===== config.mk =====
export PLATFORM = sky130hd
export DESIGN_NAME = fft_dly_stage_ctrl
export DESIGN_NICKNAME = d
export VERILOG_FILES = /design/src/rtl/fft_ctrl_pkg.sv /design/src/rtl/ctrl_flag_delay.sv /design/src/rtl/fft_dly_stage_ctrl.sv
export SDC_FILE = /design/constraint.sdc
export NUM_CORES = 1
export LEC_CHECK = 0
export CAP_MARGIN = 20
export CORE_MARGIN = 3
export CORE_UTILIZATION = 35
export CTS_CLUSTER_DIAMETER = 30
export DETAILED_ROUTE_END_ITERATION = 10
export DONT_BUFFER_PORTS = 1
export HOLD_SLACK_MARGIN = 0.06
export SLEW_MARGIN = 10
export SYNTH_ARGS = -nofsm -noshare
export SYNTH_HDL_FRONTEND = slang
export SYNTH_SLANG_ARGS = --single-unit

===== constraint.sdc =====
create_clock -name clk -period 5 [get_ports clk]
set_input_delay 0.25 -clock clk [delete_from_list [all_inputs] [get_ports clk]]
set_output_delay 0.25 -clock clk [all_outputs]
set_load 0.1 [all_outputs]

===== src/rtl/fft_ctrl_pkg.sv =====
`default_nettype none
// ============================================================================
// Module      : fft_ctrl_pkg
// Description : Shared types and default constants for the radix-2 SDF FFT
//               stage sequencer (FSM state encoding, per-beat flag bundle).
// Ports       : none (package)
// Revision    : 1.0 - initial release
// ============================================================================
package fft_ctrl_pkg;

  // Default geometry: 17-cycle delay line (16 regs + output reg),
  // 32 beats of 16 samples (512 points), butterfly span of 16 beats.
  localparam int C_DELAY = 17;
  localparam int C_BEATS = 32;
  localparam int C_HALF  = 16;

  typedef enum logic [1:0] {
    IDLE  = 2'd0,
    RUN   = 2'd1,
    DRAIN = 2'd2
  } ctrl_state_t;

  typedef struct packed {
    logic valid;
    logic sof;
    logic eof;
  } beat_flags_t;

endpackage : fft_ctrl_pkg
`default_nettype wire


===== src/rtl/ctrl_flag_delay.sv =====
`default_nettype none
// ============================================================================
// Module      : ctrl_flag_delay
// Description : DELAY-deep shift register of {valid,sof,eof} beat flags that
//               tracks the data delay line cycle for cycle.
// Ports       : clk, rst        - clock, synchronous active-high reset
//               flags_in        - flags of the beat entering the delay line
//               flags_out       - flags of the beat leaving the delay line
//               any_valid       - some stage holds a valid beat
//               keep_valid      - a valid beat will still be held after the
//                                 next shift (ignores the final stage)
// Revision    : 1.0 - initial release
// ============================================================================
module ctrl_flag_delay
  import fft_ctrl_pkg::*;
#(
  parameter int DELAY = C_DELAY
) (
  input  logic        clk,
  input  logic        rst,
  input  beat_flags_t flags_in,
  output beat_flags_t flags_out,
  output logic        any_valid,
  output logic        keep_valid
);

  beat_flags_t stage_q [DELAY];
  beat_flags_t stage_d [DELAY];

  always_comb begin
    stage_d[0] = flags_in;
    for (int i = 1; i < DELAY; i++) begin
      stage_d[i] = stage_q[i-1];
    end
  end

  always_ff @(posedge clk) begin
    if (rst) begin
      for (int i = 0; i < DELAY; i++) begin
        stage_q[i] <= '0;
      end
    end else begin
      stage_q <= stage_d;
    end
  end

  // keep_valid looks only at stages that survive the next shift, so the
  // controller can leave DRAIN in the same cycle the last beat emerges.
  always_comb begin
    any_valid  = 1'b0;
    keep_valid = 1'b0;
    for (int i = 0; i < DELAY; i++) begin
      any_valid = any_valid | stage_q[i].valid;
    end
    for (int i = 0; i < DELAY - 1; i++) begin
      keep_valid = keep_valid | stage_q[i].valid;
    end
  end

  assign flags_out = stage_q[DELAY-1];

endmodule : ctrl_flag_delay
`default_nettype wire


===== src/rtl/fft_dly_stage_ctrl.sv =====
`default_nettype none
// ============================================================================
// Module      : fft_dly_stage_ctrl
// Description : Sequencer for one radix-2 SDF FFT stage around a 16-lane I/Q
//               delay line. Counts beats per frame, drives butterfly select
//               and twiddle index, tracks valid/sof/eof through the delay
//               line latency and flags frame-integrity errors.
// Ports       : clk, rst                  - clock, sync active-high reset
//               in_valid, in_sof, in_eof  - beat qualifiers at line input
//               bfly_sel, tw_idx          - butterfly select / twiddle index
//               dly_valid, dly_sof        - delayed beat qualifiers
//               frame_done                - pulse when delayed eof emerges
//               busy                      - frame or flags in flight
//               err_gap, err_len          - sticky integrity errors
// Revision    : 1.0 - initial release
// ============================================================================
module fft_dly_stage_ctrl
  import fft_ctrl_pkg::*;
#(
  parameter int DELAY = C_DELAY,
  parameter int BEATS = C_BEATS,
  parameter int HALF  = C_HALF,
  parameter int TW_W  = $clog2(HALF)
) (
  input  logic            clk,
  input  logic            rst,
  input  logic            in_valid,
  input  logic            in_sof,
  input  logic            in_eof,
  output logic            bfly_sel,
  output logic [TW_W-1:0] tw_idx,
  output logic            dly_valid,
  output logic            dly_sof,
  output logic            frame_done,
  output logic            busy,
  output logic            err_gap,
  output logic            err_len
);

  localparam int               CNT_W   = (BEATS > 1) ? $clog2(BEATS) : 1;
  localparam int               SEL_BIT = $clog2(HALF);
  localparam logic [CNT_W-1:0] LAST    = CNT_W'(BEATS - 1);

  ctrl_state_t     state_q, state_d;
  logic [CNT_W-1:0] beat_cnt_q, beat_cnt_d;
  logic            bfly_sel_q, bfly_sel_d;
  logic [TW_W-1:0] tw_idx_q, tw_idx_d;
  logic            err_gap_q, err_gap_d;
  logic            err_len_q, err_len_d;

  logic [CNT_W-1:0] beat_idx;
  logic             accept;
  beat_flags_t      flags_in, flags_out;
  logic             pipe_any, pipe_keep;

  always_comb begin
    state_d    = state_q;
    beat_cnt_d = beat_cnt_q;
    bfly_sel_d = bfly_sel_q;
    tw_idx_d   = tw_idx_q;
    err_gap_d  = err_gap_q;
    err_len_d  = err_len_q;
    accept     = 1'b0;
    beat_idx   = beat_cnt_q;

    // sof always wins: it (re)starts the frame from any state, and a
    // restart in the middle of a running frame is a length error.
    if (in_valid) begin
      if (in_sof) begin
        accept   = 1'b1;
        beat_idx = '0;
        if (state_q == RUN && beat_cnt_q != '0) begin
          err_len_d = 1'b1;
        end
      end else if (state_q == RUN) begin
        accept = 1'b1;
      end
    end else if (state_q == RUN) begin
      // The delay line cannot stall, so a hole inside a frame is fatal
      // to the data; the count simply holds.
      err_gap_d = 1'b1;
    end

    if (accept) begin
      bfly_sel_d = beat_idx[SEL_BIT];
      tw_idx_d   = beat_idx[SEL_BIT] ? beat_idx[TW_W-1:0] : '0;
      if (in_eof || beat_idx == LAST) begin
        if (!(in_eof && beat_idx == LAST)) begin
          err_len_d = 1'b1;
        end
        state_d    = DRAIN;
        beat_cnt_d = '0;
      end else begin
        state_d    = RUN;
        beat_cnt_d = beat_idx + CNT_W'(1);
      end
    end else if (state_q == DRAIN && !pipe_keep) begin
      state_d = IDLE;
    end
  end

  always_ff @(posedge clk) begin
    if (rst) begin
      state_q    <= IDLE;
      beat_cnt_q <= '0;
      bfly_sel_q <= 1'b0;
      tw_idx_q   <= '0;
      err_gap_q  <= 1'b0;
      err_len_q  <= 1'b0;
    end else begin
      state_q    <= state_d;
      beat_cnt_q <= beat_cnt_d;
      bfly_sel_q <= bfly_sel_d;
      tw_idx_q   <= tw_idx_d;
      err_gap_q  <= err_gap_d;
      err_len_q  <= err_len_d;
    end
  end

  // Only accepted beats enter the flag pipeline; stray beats never
  // produce dly_valid or keep the block busy.
  always_comb begin
    flags_in.valid = accept;
    flags_in.sof   = accept & in_sof;
    flags_in.eof   = accept & in_eof;
  end

  ctrl_flag_delay #(
    .DELAY (DELAY)
  ) u_flag_delay (
    .clk        (clk),
    .rst        (rst),
    .flags_in   (flags_in),
    .flags_out  (flags_out),
    .any_valid  (pipe_any),
    .keep_valid (pipe_keep)
  );

  assign bfly_sel   = bfly_sel_q;
  assign tw_idx     = tw_idx_q;
  assign dly_valid  = flags_out.valid;
  assign dly_sof    = flags_out.valid & flags_out.sof;
  assign frame_done = flags_out.valid & flags_out.eof;
  assign busy       = (state_q != IDLE) | pipe_any;
  assign err_gap    = err_gap_q;
  assign err_len    = err_len_q;

endmodule : fft_dly_stage_ctrl
`default_nettype wire


After elaboration in Yosys (flattened, before gate mapping)

Index checks and enable logic that the tools add are counted.

Flip-flop bits (word level): 65
Bits of input ports: 5
Output and inout bits: 11
Logic and storage cells: 108

Add/subtract/negate cells: 1
Eq/ne operators: 3
Mux-type cells: 16
Bitwise gates (word level): 22
Reductions and logical operators: 9

Operators by type and width:

| operator                                                              | number |
|---|---|
| 1-bit bitwise OR                                                      | 17 |
| 5-bit 2-to-1 mux                                                      | 3 |
| 1-bit 2-to-1 mux                                                      | 9 |
| 2-bit 2-to-1 mux                                                      | 3 |
| 5-bit by 1-bit adder with 5-bit output, second input constant         | 1 |
| 5-bit equality test, second input constant                            | 1 |
| 5-bit nonzero test                                                    | 1 |
| 1-bit bitwise AND                                                     | 4 |
| 4-bit 2-to-1 mux                                                      | 1 |
| 2-bit nonzero test                                                    | 2 |
| 1-bit logical AND                                                     | 3 |
| 2-bit by 1-bit equality test with 1-bit output, second input constant | 1 |
| 2-bit equality test, second input constant                            | 1 |
| 2-bit AND reduction                                                   | 1 |
| 1-bit zero test                                                       | 1 |
| 1-bit logical OR                                                      | 1 |
| 1-bit inverter                                                        | 1 |

Longest topological paths before layout

Depth in word-level cells: 19
Mapped depth: 9
Gate-level depth less buffers: 9

By module

Synthesis repeated with hierarchy kept, for this count alone.

Cell total of the unflattened synthesis: 196
Area total of the unflattened synthesis: 2,137.0 sq um

By module, submodules not included:

| module             | instances | cells each | area each (sq um) | sequential area each (sq um) |
|---|---|---|---|---|
| ctrl_flag_delay    | 1         | 113        | 1,405.1           | 1,021.0 |
| fft_dly_stage_ctrl | 1         | 83         | 732.0             | 280.3 |

Worst setup path after synthesis

OpenSTA, ideal clock, no wires.

Path type: in2reg
Start: in in_sof
End: reg beat_cnt_q[3]
Setup time: 0.071 ns
Arrival time: 2.002 ns
Setup slack: 2.928 ns
Stages: 9
Path buffers: 0
Path through: nand2_2 -> and2_1 -> ha_1 -> and4_1 -> ha_1 -> nor2_1 -> nand2_1 -> or4_1 -> a21oi_1

Cells in the longest elaborated chain, start to end: 5
Elaborated cells between the ends (all ways): 8
Classes of those cells: 1 x add/sub; 1 x eq/ne; 5 x mux; 1 x reduce/logical

RTL lines:

| element                                                                                        | line                      | RTL |
|---|---|---|
| from (decl)                                                                                    | fft_dly_stage_ctrl.sv:28  | `input logic in_sof,` |
| parallel branches: the longest is 5 deep, another holds 5-bit by 1-bit adder with 5-bit output | n/a                       |  |
| to (signal assigned)                                                                           | fft_dly_stage_ctrl.sv:112 | `beat_cnt_q <= beat_cnt_d;` |
| to (decl)                                                                                      | fft_dly_stage_ctrl.sv:45  | `logic [CNT_W-1:0] beat_cnt_q, beat_cnt_d;` |

Several ways; the timed one is not identified.
A chain may end at the register's enable or synchronous reset.

Worst setup path after layout

Start: reg u_flag_delay.stage_q, in the netlist u_flag_delay.flags_out[2]
End: out frame_done

Cells in the longest elaborated chain, start to end: 1

RTL lines:

| element                | line                      | RTL |
|---|---|---|
| from (decl)            | ctrl_flag_delay.sv:27     | `beat_flags_t stage_q [DELAY];` |
| from (signal assigned) | ctrl_flag_delay.sv:43     | `stage_q <= stage_d;` |
| 1-bit bitwise AND      | fft_dly_stage_ctrl.sv:143 | `assign frame_done = flags_out.valid & flags_out.eof;` |
| to (decl)              | fft_dly_stage_ctrl.sv:34  | `output logic frame_done,` |

Every way passes these cells.

==> flow_summary.json <==
{
  "slew_headroom": 0.3273,
  "end_kind": "output port",
  "status": "completed",
  "io_buffers": 0,
  "period_share": 0.4912,
  "syn_to_final_growth_pct": 13.53,
  "p_sw_w": 0.0002200,
  "avgSynthCellArea_sq_um": 10.64,
  "dp_hpwl_um": 1824,
  "p_total_w": 0.0009701,
  "netlist_instances": 193,
  "synth_commonest_cells": "dfxtp_1, nor2b_1, nor2_1",
  "overflow": 0,
  "ctsRootBufferMaster": "clkbuf_8",
  "cts_tree": "yes",
  "crit_chain": "and2_1",
  "cp.arrival_ns": 2.21,
  "combPwrFrac": 0.038,
  "routed_wl_um": 3169,
  "critPathMaxFanout": 4,
  "grt_pass1_vias": 1211,
  "ys_seq_elements": 65,
  "n_antenna_cell": 0,
  "drv_slew": 0,
  "die_width_um": 82.59,
  "setup_viol": 0,
  "cts.clk_slew.worst_paths_ns": 0.07,
  "fin_setup_tns_ns": 0,
  "post-route-drc-count": 0,
  "gp_routability_congestion": 0.7963,
  "p_per_area_nw_per_um2": 416.2,
  "seqPwrFrac": 0.549,
  "synth.distinct_cells": 30,
  "wl_per_cell_um": 11.57,
  "htree_levels": 3,
  "critical_path_class": "reg -> out",
  "fmaxAchievable_ghz": 0.4071,
  "num_vias": 1260,
  "track_usage": 0.1148,
  "die_h_um": 82.59,
  "clock-sinks": 65,
  "power_frac_clock": 0.414,
  "vias_per_cell": 4.599,
  "ys_async_sr_fraction": 0,
  "dp_cells": 257,
  "coreArea_sq_um": 5608,
  "dr.pass1.iters": 5,
  "yosysTopAreaCell": "dfxtp_1",
  "ys_warn_count": 0,
  "multi_input_area_sq_um": 720.7,
  "cp_data_required_time_ns": 4.75,
  "worst_skew_pair.late_latency_ns": 0.33,
  "antenna_found_initial": 0,
  "ios": 16,
  "antenna_left": 0,
  "p_int_w": 0.0007501,
  "grt_max_degree": 64,
  "synth_top_area_share": 0.6338,
  "synth-main-ff-cell": "dfxtp_1",
  "clk_path_buf_depth": 2,
  "synth_edf_count": 0,
  "grt_pass1_wl_um": 5526,
  "dp_slack_ns": 2.724,
  "fin_ws_ns": 2.544,
  "worst_path_largest_cell_delay_ns": 0.99,
  "ir_worst_vdd_mv": 0.2013,
  "nets": 205,
  "max-cap-violations": 0,
  "cpMaxStageDelayCell": "dfxtp_1",
  "synth_area_leaders": "dfxtp_1, nor2b_1, nor2_1, and2_1, a21oi_1",
  "skew_ns": 0.005950,
  "rows": 27,
  "min_period_ns": 2.456,
  "synth.yosys.seq_area_share": 0.6338,
  "max_slew.worst_pin.slew_ns": 1.008,
  "critical_path.startpoint_type": "register",
  "rsz0062_at_grt": "false",
  "swShare": 0.2268,
  "synth_fp_nets": 200,
  "finalHoldViolCount": 0,
  "dieArea_sq_um": 6821,
  "drt_iter0_drc": 52,
  "power.leakage_nw": 0.8940,
  "synth.cell_area_sq_um": 2053,
  "hold_class": "in -> reg",
  "drive_gt1_frac": 0.08416,
  "seq_area_sq_um": 1301,
  "initial_core_util": 0.3661,
  "fill_cells": 546,
  "cp_num_buf_inv": 0,
  "numCtsBuffers": 9,
  "synth_most_common_cell": "dfxtp_1",
  "final_cells": 274,
  "critPathTopFamily": "flip-flops"
}
[path summary, 6_finish.rpt]
kind / to / slack (ns) / depth (start not counted) / from
min reg2reg: u_flag_delay.stage_d[19] / 0.44 / 1 / u_flag_delay.stage_d[22]
max: frame_done / 2.54 / 1 / u_flag_delay.flags_out[2]
max reg2reg: beat_cnt_q[3] / 2.82 / 8 / beat_cnt_q[1]
min: beat_cnt_q[2] / 0.1 / 1 / rst
[cell type report]
type                       count  share of cell area
sequential                    65              0.5582
clock inverter                 2            0.005368
multi-input combinational    120              0.3092
timing repair buffer           2             0.01610
tap                           72             0.03865
clock buffer                  13             0.07246
[repair_timing]
| action | CTS | global route |
|---|---|---|
| setup buffers | 0 | 0 |
| hold buffers | 2 | 0 |
| resized for setup | 0 | 0 |
| endpoints found under the hold margin | 64 | 0 |
[stage by stage]
step           utilization  hold WS, ns  instance area (sq um)
6_report            0.4157      0.09958                   2331
5_1_grt             0.4157      0.08147                   2331
4_1_cts             0.4157      0.08048                   2331
3_5_place_dp        0.3766       0.3266                   2112
3_3_place_gp        0.3766       0.3273                   2112
2_1_floorplan            -       0.3717                   2053
[flip-flops by register name, indices dropped and copies added (netlist names)]
register	cells
beat_cnt_q	5
bfly_sel	1
err_gap	1
err_len	1
state_q	2
tw_idx	4
u_flag_delay.flags_out	3
u_flag_delay.stage_d	48
[power groups by stage]
stage               clock (W)  combinational, W  sequential, W
detailed placement          0         0.0000271       0.000544
global placement            0         0.0000270       0.000544
floorplan                   0         0.0000301       0.000543
finish               0.000401         0.0000367       0.000532
global route         0.000442         0.0000404       0.000532
CTS                  0.000414         0.0000372       0.000532
[cells by family (layout without fill, tap and decap cells)]
family                   count (synthesis)  in the layout  synth area share
flip-flops                              65             65            0.6338
XOR/XNOR                                 2              2          0.008533
AND/OR/NAND/NOR                         97             97            0.2712
buffers and inverters                    8             17           0.01523
AO/OA/AOI/OAI                           19             19           0.05911
adder cells (fa/ha/maj)                  2              2           0.01219
[cells in the final DEF (no fill, tap or decap), types with 2 or more instances in the layout]
cell type,n
nor3_1,3
and2_1,6
nor4_1,3
nand2_1,7
a22oi_1,4
dfxtp_1,65
nor2_1,14
nand3_1,4
ha_1,2
xor2_1,2
a21oi_1,7
a211oi_1,3
nor2b_1,48
or4_1,2
clkbuf_8,12
nand3b_1,2
[per-layer routing]
layer / vias to the layer above / share of wire / global-route usage / wire length, um
li1: 646 / - / - / -
met1: 589 / 0.48 / 0.1236 / 1528
met2: 20 / 0.44 / 0.1683 / 1388
met3: 5 / 0.061 / 0.07701 / 194
met4: 0 / 0.018 / 0.06373 / 57
met5: - / 0 / 0 / 0
Note: power is estimated with default switching activity, not from simulation.
